<file path="src/rtl/iat_stats_sched.sv">
// Purpose : shared IAT window timer plus snapshot/readout controller for NUM_SRC statistics sources.
// Latency : first report beat at tick+2, last at tick+1+NUM_SRC (rpt_ready held high); busy clears at tick+2+NUM_SRC.
// Backpressure: rpt_valid/rpt_ready; a stalled beat holds all rpt_* stable, and a window tick during a drain is dropped and flagged in overrun.
//
// Ports:
//   asclk, areset      clock, asynchronous active-high reset
//   enable             window timer run enable
//   cnt_time, win_tick window count (1..WINDOW_CYCLES) and its end-of-window decode
//   src_suitable/total packed per-source counters, source i at [i*CNT_W +: CNT_W]
//   rpt_*              one beat per source, serialised from the snapshot
//   busy, overrun      controller activity and sticky dropped-window flag (overrun_clr clears)
module iat_stats_sched #(
    parameter int WINDOW_CYCLES = 160000000,
    parameter int NUM_SRC       = 4,
    parameter int CNT_W         = 32,
    localparam int IDX_W        = (NUM_SRC > 1) ? $clog2(NUM_SRC) : 1
) (
    input  logic                     asclk,
    input  logic                     areset,
    input  logic                     enable,
    output logic [27:0]              cnt_time,
    output logic                     win_tick,
    input  logic [NUM_SRC*CNT_W-1:0] src_suitable,
    input  logic [NUM_SRC*CNT_W-1:0] src_total,
    output logic                     rpt_valid,
    input  logic                     rpt_ready,
    output logic [IDX_W-1:0]         rpt_idx,
    output logic [CNT_W-1:0]         rpt_suitable,
    output logic [CNT_W-1:0]         rpt_total,
    output logic                     rpt_last,
    output logic                     busy,
    output logic                     overrun,
    input  logic                     overrun_clr
);

    localparam logic [27:0]      WIN_END  = 28'(WINDOW_CYCLES);
    localparam logic [IDX_W-1:0] IDX_LAST = IDX_W'(NUM_SRC - 1);

    typedef enum logic [1:0] {
        ST_IDLE    = 2'd0,
        ST_CAPTURE = 2'd1,
        ST_DRAIN   = 2'd2
    } state_t;

    state_t           r_state;
    logic [27:0]      r_cnt_time;
    logic             r_tick_held;
    logic             r_rpt_valid;
    logic [IDX_W-1:0] r_rpt_idx;
    logic             r_rpt_last;
    logic             r_busy;
    logic             r_overrun;
    logic [CNT_W-1:0] r_sh_suit [NUM_SRC];
    logic [CNT_W-1:0] r_sh_tot  [NUM_SRC];

    logic w_win_tick;
    logic w_tick_rec;
    logic w_beat_acc;

    assign w_win_tick = (r_cnt_time == WIN_END);
    // While the timer is paused on the window end, win_tick stays high; r_tick_held
    // marks those repeat cycles so the window is only acted on once.
    assign w_tick_rec = w_win_tick & ~r_tick_held;
    assign w_beat_acc = r_rpt_valid & rpt_ready;

    // Window timer: 1..WINDOW_CYCLES, wrapping to 1 so every window (including the
    // first after reset, which starts from 0) is exactly WINDOW_CYCLES long.
    always_ff @(posedge asclk or posedge areset) begin
        if (areset) begin
            r_cnt_time  <= 28'd0;
            r_tick_held <= 1'b0;
        end else begin
            r_tick_held <= w_win_tick & ~enable;
            if (enable) begin
                r_cnt_time <= w_win_tick ? 28'd1 : r_cnt_time + 28'd1;
            end
        end
    end

    // Snapshot / drain controller
    always_ff @(posedge asclk or posedge areset) begin
        if (areset) begin
            r_state     <= ST_IDLE;
            r_rpt_valid <= 1'b0;
            r_rpt_idx   <= '0;
            r_rpt_last  <= 1'b0;
            r_busy      <= 1'b0;
            r_overrun   <= 1'b0;
            for (int i = 0; i < NUM_SRC; i++) begin
                r_sh_suit[i] <= '0;
                r_sh_tot[i]  <= '0;
            end
        end else begin
            // A tick that lands while a snapshot is still in flight is dropped; set beats clear.
            if (w_tick_rec && (r_state != ST_IDLE)) begin
                r_overrun <= 1'b1;
            end else if (overrun_clr) begin
                r_overrun <= 1'b0;
            end

            case (r_state)
                ST_IDLE: begin
                    if (w_tick_rec) begin
                        r_state <= ST_CAPTURE;
                        r_busy  <= 1'b1;
                    end
                end
                ST_CAPTURE: begin
                    // Statistics blocks publish on the tick edge, so this cycle sees the closed window.
                    for (int i = 0; i < NUM_SRC; i++) begin
                        r_sh_suit[i] <= src_suitable[i*CNT_W +: CNT_W];
                        r_sh_tot[i]  <= src_total[i*CNT_W +: CNT_W];
                    end
                    r_rpt_idx   <= '0;
                    r_rpt_last  <= (NUM_SRC == 1);
                    r_rpt_valid <= 1'b1;
                    r_state     <= ST_DRAIN;
                end
                ST_DRAIN: begin
                    if (w_beat_acc) begin
                        if (r_rpt_last) begin
                            r_rpt_valid <= 1'b0;
                            r_rpt_idx   <= '0;
                            r_rpt_last  <= 1'b0;
                            r_busy      <= 1'b0;
                            r_state     <= ST_IDLE;
                        end else begin
                            r_rpt_idx  <= r_rpt_idx + IDX_W'(1);
                            r_rpt_last <= ((r_rpt_idx + IDX_W'(1)) == IDX_LAST);
                        end
                    end
                end
                default: begin
                    r_state     <= ST_IDLE;
                    r_rpt_valid <= 1'b0;
                    r_rpt_idx   <= '0;
                    r_rpt_last  <= 1'b0;
                    r_busy      <= 1'b0;
                end
            endcase
        end
    end

    assign cnt_time     = r_cnt_time;
    assign win_tick     = w_win_tick;
    assign rpt_valid    = r_rpt_valid;
    assign rpt_idx      = r_rpt_idx;
    assign rpt_last     = r_rpt_last;
    assign rpt_suitable = r_sh_suit[r_rpt_idx];
    assign rpt_total    = r_sh_tot[r_rpt_idx];
    assign busy         = r_busy;
    assign overrun      = r_overrun;

endmodule

</file>
<file path="config.mk">
export PLATFORM = sky130hd
export DESIGN_NAME = iat_stats_sched
export DESIGN_NICKNAME = d
export VERILOG_FILES = /design/src/rtl/iat_stats_sched.sv
export SDC_FILE = /design/constraint.sdc
export NUM_CORES = 1
export LEC_CHECK = 0
export ABC_CLOCK_PERIOD_IN_PS = 11760
export CORE_ASPECT_RATIO = 0.6
export CORE_MARGIN = 2
export CORE_UTILIZATION = 43
export DETAILED_ROUTE_END_ITERATION = 10
export GPL_TIMING_DRIVEN = 0
export HOLD_SLACK_MARGIN = 0.03
export PLACE_DENSITY = 0.79
export SLEW_MARGIN = 10
export SYNTH_ARGS = -nofsm -noshare
export SYNTH_HDL_FRONTEND = slang
export SYNTH_SLANG_ARGS = --single-unit
export TNS_END_PERCENT = 10
</file>
<file path="constraint.sdc">
create_clock -name asclk -period 11.76 [get_ports asclk]
set_input_delay 1.176 -clock asclk [delete_from_list [all_inputs] [get_ports asclk]]
set_output_delay 1.176 -clock asclk [all_outputs]
set_load 0.05 [all_outputs]
</file>
## After elaboration in Yosys (flattened, before gate mapping)

Cells that the tools add are included.

| cells by class | value |
|---|---|
| $lt $le $gt $ge | 1 |
| $mul | 0 |
| equality and inequality tests | 7 |
| reduce and logical (&&, ||, !) cells | 8 |
| multiplexer cells | 24 |
| divide/modulo/power cells | 0 |
| bitwise operators | 8 |
| shift operators | 0 |
| add/sub/neg operators | 2 |

Operators by type and width:

| kind | count |
|---|---|
| $bmux W32 S2 | 2 |
| $mux W32 | 4 |
| $add A28 B1 Y28 const B | 1 |
| $eq A28 B28 Y1 const B | 1 |
| $mux W28 | 1 |
| $mux W2 | 5 |
| $mux W1 | 7 |
| $ne A2 B2 Y1 const B | 3 |
| $pmux W1 S3 | 2 |
| $pmux W2 S3 | 1 |
| $reduce_and A3 Y1 | 2 |
| $eq A2 B2 Y1 const B | 2 |
| $not A1 Y1 | 4 |
| $pmux W2 S2 | 1 |
| $reduce_and A4 Y1 | 1 |
| $reduce_bool A2 Y1 | 2 |
| $and A1 B1 Y1 | 3 |
| $ge A3 B3 Y1 const B | 1 |
| $not A2 Y3 | 1 |
| $add A2 B1 Y2 const B | 1 |
| $eq A2 B1 Y1 const B | 1 |
| $logic_not A2 Y1 | 1 |
| $pmux W1 S2 | 1 |
| $reduce_and A2 Y1 | 1 |
| $logic_and A1 B1 Y1 | 1 |

| word-level totals | value |
|---|---|
| bits in read-only memories | 0 |
| bits in writable memories | 0 |
| register bits | 293 |
| word-level logic and storage cells | 66 |
| bits in latches | 0 |
| memories kept | 0 |

## Longest topological paths before layout

| logic depth | value |
|---|---|
| depth after elaboration | 5 |
| depth in mapped cells | 9 |

## Least setup slack after synthesis

No wires, ideal clock.

| timing | value |
|---|---|
| kind | register to output |
| start | register r_rpt_idx[0] (netlist: rpt_idx[0]) |
| end | output port rpt_total[23] |
| slack | 8,355 ps |
| data required time | 10,584 ps |
| buffers on the path | 4 |
| stages on the path, launching flop included | 6 |
| data arrival time | 2,229 ps |
| cells stage by stage | dfrtp_1 clkbuf_1 buf_2 buf_2 clkbuf_1 mux4_2 |

| on the way | value |
|---|---|
| longest elaborated chain between the ends | 4 |

RTL lines:

| item | line | source |
|---|---|---|
| start, declared | 49 | `logic [IDX_W-1:0] r_rpt_idx;` |
| start signal, assigned | 128 | `r_rpt_idx <= r_rpt_idx + IDX_W'(1);` |
| $not A2 Y3 (implied by the code) | 150 | `assign rpt_total = r_sh_tot[r_rpt_idx];` |
| $bmux W32 S2 | 150 |  |
| $mux W32 (implied by the code) (2 in series) | 150 |  |
| end, declared | 29 | `output logic [CNT_W-1:0] rpt_total,` |

Every way passes these cells. The select of a mux whose other input is x is not followed.

## Worst setup path after layout

| timing | value |
|---|---|
| start | register r_rpt_idx[0] (netlist: rpt_idx[0]) |
| end | output port rpt_total[30] |

Same word-level chain as after synthesis.

==> out/results.tsv <==
metric	value	unit
CTS Hold Bufs	0	
crit end category	output pin	
GPL Wtd Cong	0.8233	
die width	226.1	µm
critical path arrival	3840	ps
largest net degree at the start of global routing	115	
peak fanout along the critical path	10	
synthesized net count	1065	
Synth Register Bits	293	
clock sink total	293	
initial antenna violation count	5	
Starting Density	0.4397	
share of layout cells above drive strength 1	0.3163	
leading area contributor after synthesis	dfrtp_1	
Synth area leaders	dfrtp_1, mux2_2, mux4_2	
number of global-route vias before repair	9151	
Core Footprint	28950	µm²
RR Endpoint	rpt_idx[1]	
RSZ-0062 raised after global routing	no	
# IOs	360	
status	finished clean	
drt first pass iters	6	
min Tclk post-route	5018	ps
Post-synth EDFFs	0	
Initial DRC Count	345	
ys flop type	dfrtp_1	
Final Cycle Share	0.4267	
clock tree buffer depth	3	
die area	31040	µm²
Final Skew	11.05	ps
fin. max-slew vios	0	
Synth top area share	0.5760	
Final Hold Fails	0	
Slowest cell on crit path	clkdlybuf4s50_1	
cell row count	48	
final wirelength	36070	µm
pre-CTS setup slack	7238	ps
PD cells	139.6	nW/µm²
share of the yosys chip area belonging to registers	0.5760	
reg-to-reg startpoint	rpt_idx[0]	
fmax	0.1993	GHz
setup_tns	0	ps
Synth cell types	40	
cell-by-cell trace of the critical path	clkbuf_1, buf_2, buf_2, clkbuf_1, mux4_2, clkdlybuf4s50_1	
Port Buffers	358	
Leak Pwr	8.102	nW
max_slew headroom	0.3443	
area added between synthesis and finish	40.65	%
area of the multi-input gates	5160	µm²
Die Ht	137.3	µm
vias post-DR	8557	
register area	7332	µm²
fillers	2237	
hold depth	1	
Skew-Pair Late Insertion Delay	550	ps
CTS Root Cell	clkbuf_16	
CP Launch Type	flip-flop	
Clock Pin Slew Worst Setup and Hold Paths	60	ps
post-cts resize count	0	
Synth warnings	0	
Max Cap Viol	0	
Worst Hold Path EP	r_state[0]	
total grt overflow	0	
remaining antenna violation count	0	
nets	1456	
final core occ	0.6184	
Routed wire per std cell	22.27	µm
worst vdd ir	128.1	µV
Worst Tran Pin Value	976.0	ps
Post-synth ARST share	1.000	
final worst slack	6742	ps
htree depth	1	
r2r worst-path depth	9	
cell class contributing the biggest share of worst-path delay	buffers and inverters	
TritonCTS buffer count	29	
Netlist Area Pre-Place	12730	µm²
Post-Syn Instances	801	
hpwl dp	26020	µm
first-pass GRT wire length	54010	µm
Vias/cell	5.282	
hold crit path type	reg -> reg	
Critical Path RT	10580	ps
Finish-stage setup viols	0	
# DRC	0	
syn avg cell area	15.89	µm²
buffer count from post-CTS setup fixing	0	
HP Start	r_tick_held	
CTS tree	done	
gr usage total	0.2318	
buffer and inverter count on the worst path	5	
reg-to-reg slack, setup	8820	ps
WS Path Type	reg -> out	
Max stage delay on crit path	860	ps
-- routing by layer --
layer,vias up,global-route usage,share of wire
met4,4,0.05300,0.020
met1,4458,0.3146,0.44
met2,257,0.3771,0.47
li1,3785,-,-
met5,-,0,0.00058
met3,53,0.06099,0.069
-- cells in the mapped netlist (3+ instances only) --
library cell / count
nand4_1: 8
mux2_2: 256
xor2_1: 5
or4_1: 6
inv_1: 10
o31ai_1: 6
nor4_1: 4
and4_1: 3
buf_2: 3
nand2_1: 13
mux4_2: 64
and3_1: 5
nand3_1: 9
clkbuf_1: 42
a21oi_1: 13
nor3_1: 7
o21ai_0: 4
ha_1: 3
dfrtp_1: 293
xnor2_1: 12
nor2_1: 11
-- cells in the final DEF, fill, tap and decap left out, drive strengths merged, types with 2 or more instances in the layout --
cell,instances
mux4,64
nor4b,2
nor2,11
nand4,9
inv,11
a21oi,13
nor3,7
bufinv,5
nand3,9
and4,3
o21ai,4
mux2,256
or4,7
clkdlybuf4s50,358
clkinv,10
xor2,5
clkbuf,78
and3,5
diode,6
or3,4
dfrtp,293
buf,9
nand2,13
o31ai,6
ha,3
nor4,4
xnor2,12
or2,2
-- power breakdown --
part	internal [mW]	total, mW	switching [mW]
Sequential	1.03	1.05	0.0294
Clock	0.584	0.992	0.408
Combinational	0.205	0.453	0.248
-- worst max path at each step --
stage | start | slack, ps | endpoint | cells past startpoint
CTS | rpt_idx[0] | 6640 | rpt_total[30] | 6
finish | rpt_idx[0] | 6740 | rpt_total[30] | 6
detailed placement | rpt_idx[0] | 7240 | rpt_total[30] | 6
global placement | areset | -1280 | r_sh_tot[104] | 2
floorplan | areset | 2490 | busy | 1
global route | rpt_idx[0] | 6520 | rpt_total[30] | 6
-- state kept, by name (all words and copies together), names as in the netlist --
signal       count
r_tick_held      1
cnt_time        28
busy             1
rpt_valid        1
overrun          1
rpt_last         1
rpt_idx          2
r_state          2
r_sh_tot       128
r_sh_suit      128
-- worst register-to-register path: stages (launching register included) --
cell and delay (ps):
dfrtp_1 340, clkbuf_1 240, buf_2 440, buf_2 440, clkbuf_1 640, inv_1 100, ha_1 320, nor3_1 170
a21oi_1 60, nor2_1 120
-- logic make-up (layout without fill, tap and decap cells) --
family,after synthesis,count (layout),share of synthesized area
simple gates,81,81,0.03775
flops,293,293,0.5760
buf+inv,59,472,0.01858
xor+xnor,17,17,0.01170
compound gates,28,28,0.01327
mux,320,320,0.3397
fa+ha+maj,3,3,0.002949
other cells,0,6,0
-- cell type report --
class | instances | share of cell area
diodes | 6 | 0.0008387
plain buffers | 49 | 0.01111
clock buffers | 36 | 0.04368
clock inverters | 17 | 0.01286
inverters | 10 | 0.002516
multi-input cells | 449 | 0.2882
flip-flops and latches | 293 | 0.4096
well taps | 400 | 0.02796
repair buffers | 360 | 0.2032
-- stage by stage --
step	instances	hold WS [ps]	power (mW)	cell area, µm²
floorplan	801	433.6	1.326	12730
global placement	1559	462.4	1.529	16810
detailed placement	1561	487.2	1.534	16870
CTS	1614	503.1	2.530	17890
global route	1615	515.5	2.603	17890
finish	1620	502.4	2.500	17900
No activity file was read; power rests on OpenSTA's default activity.
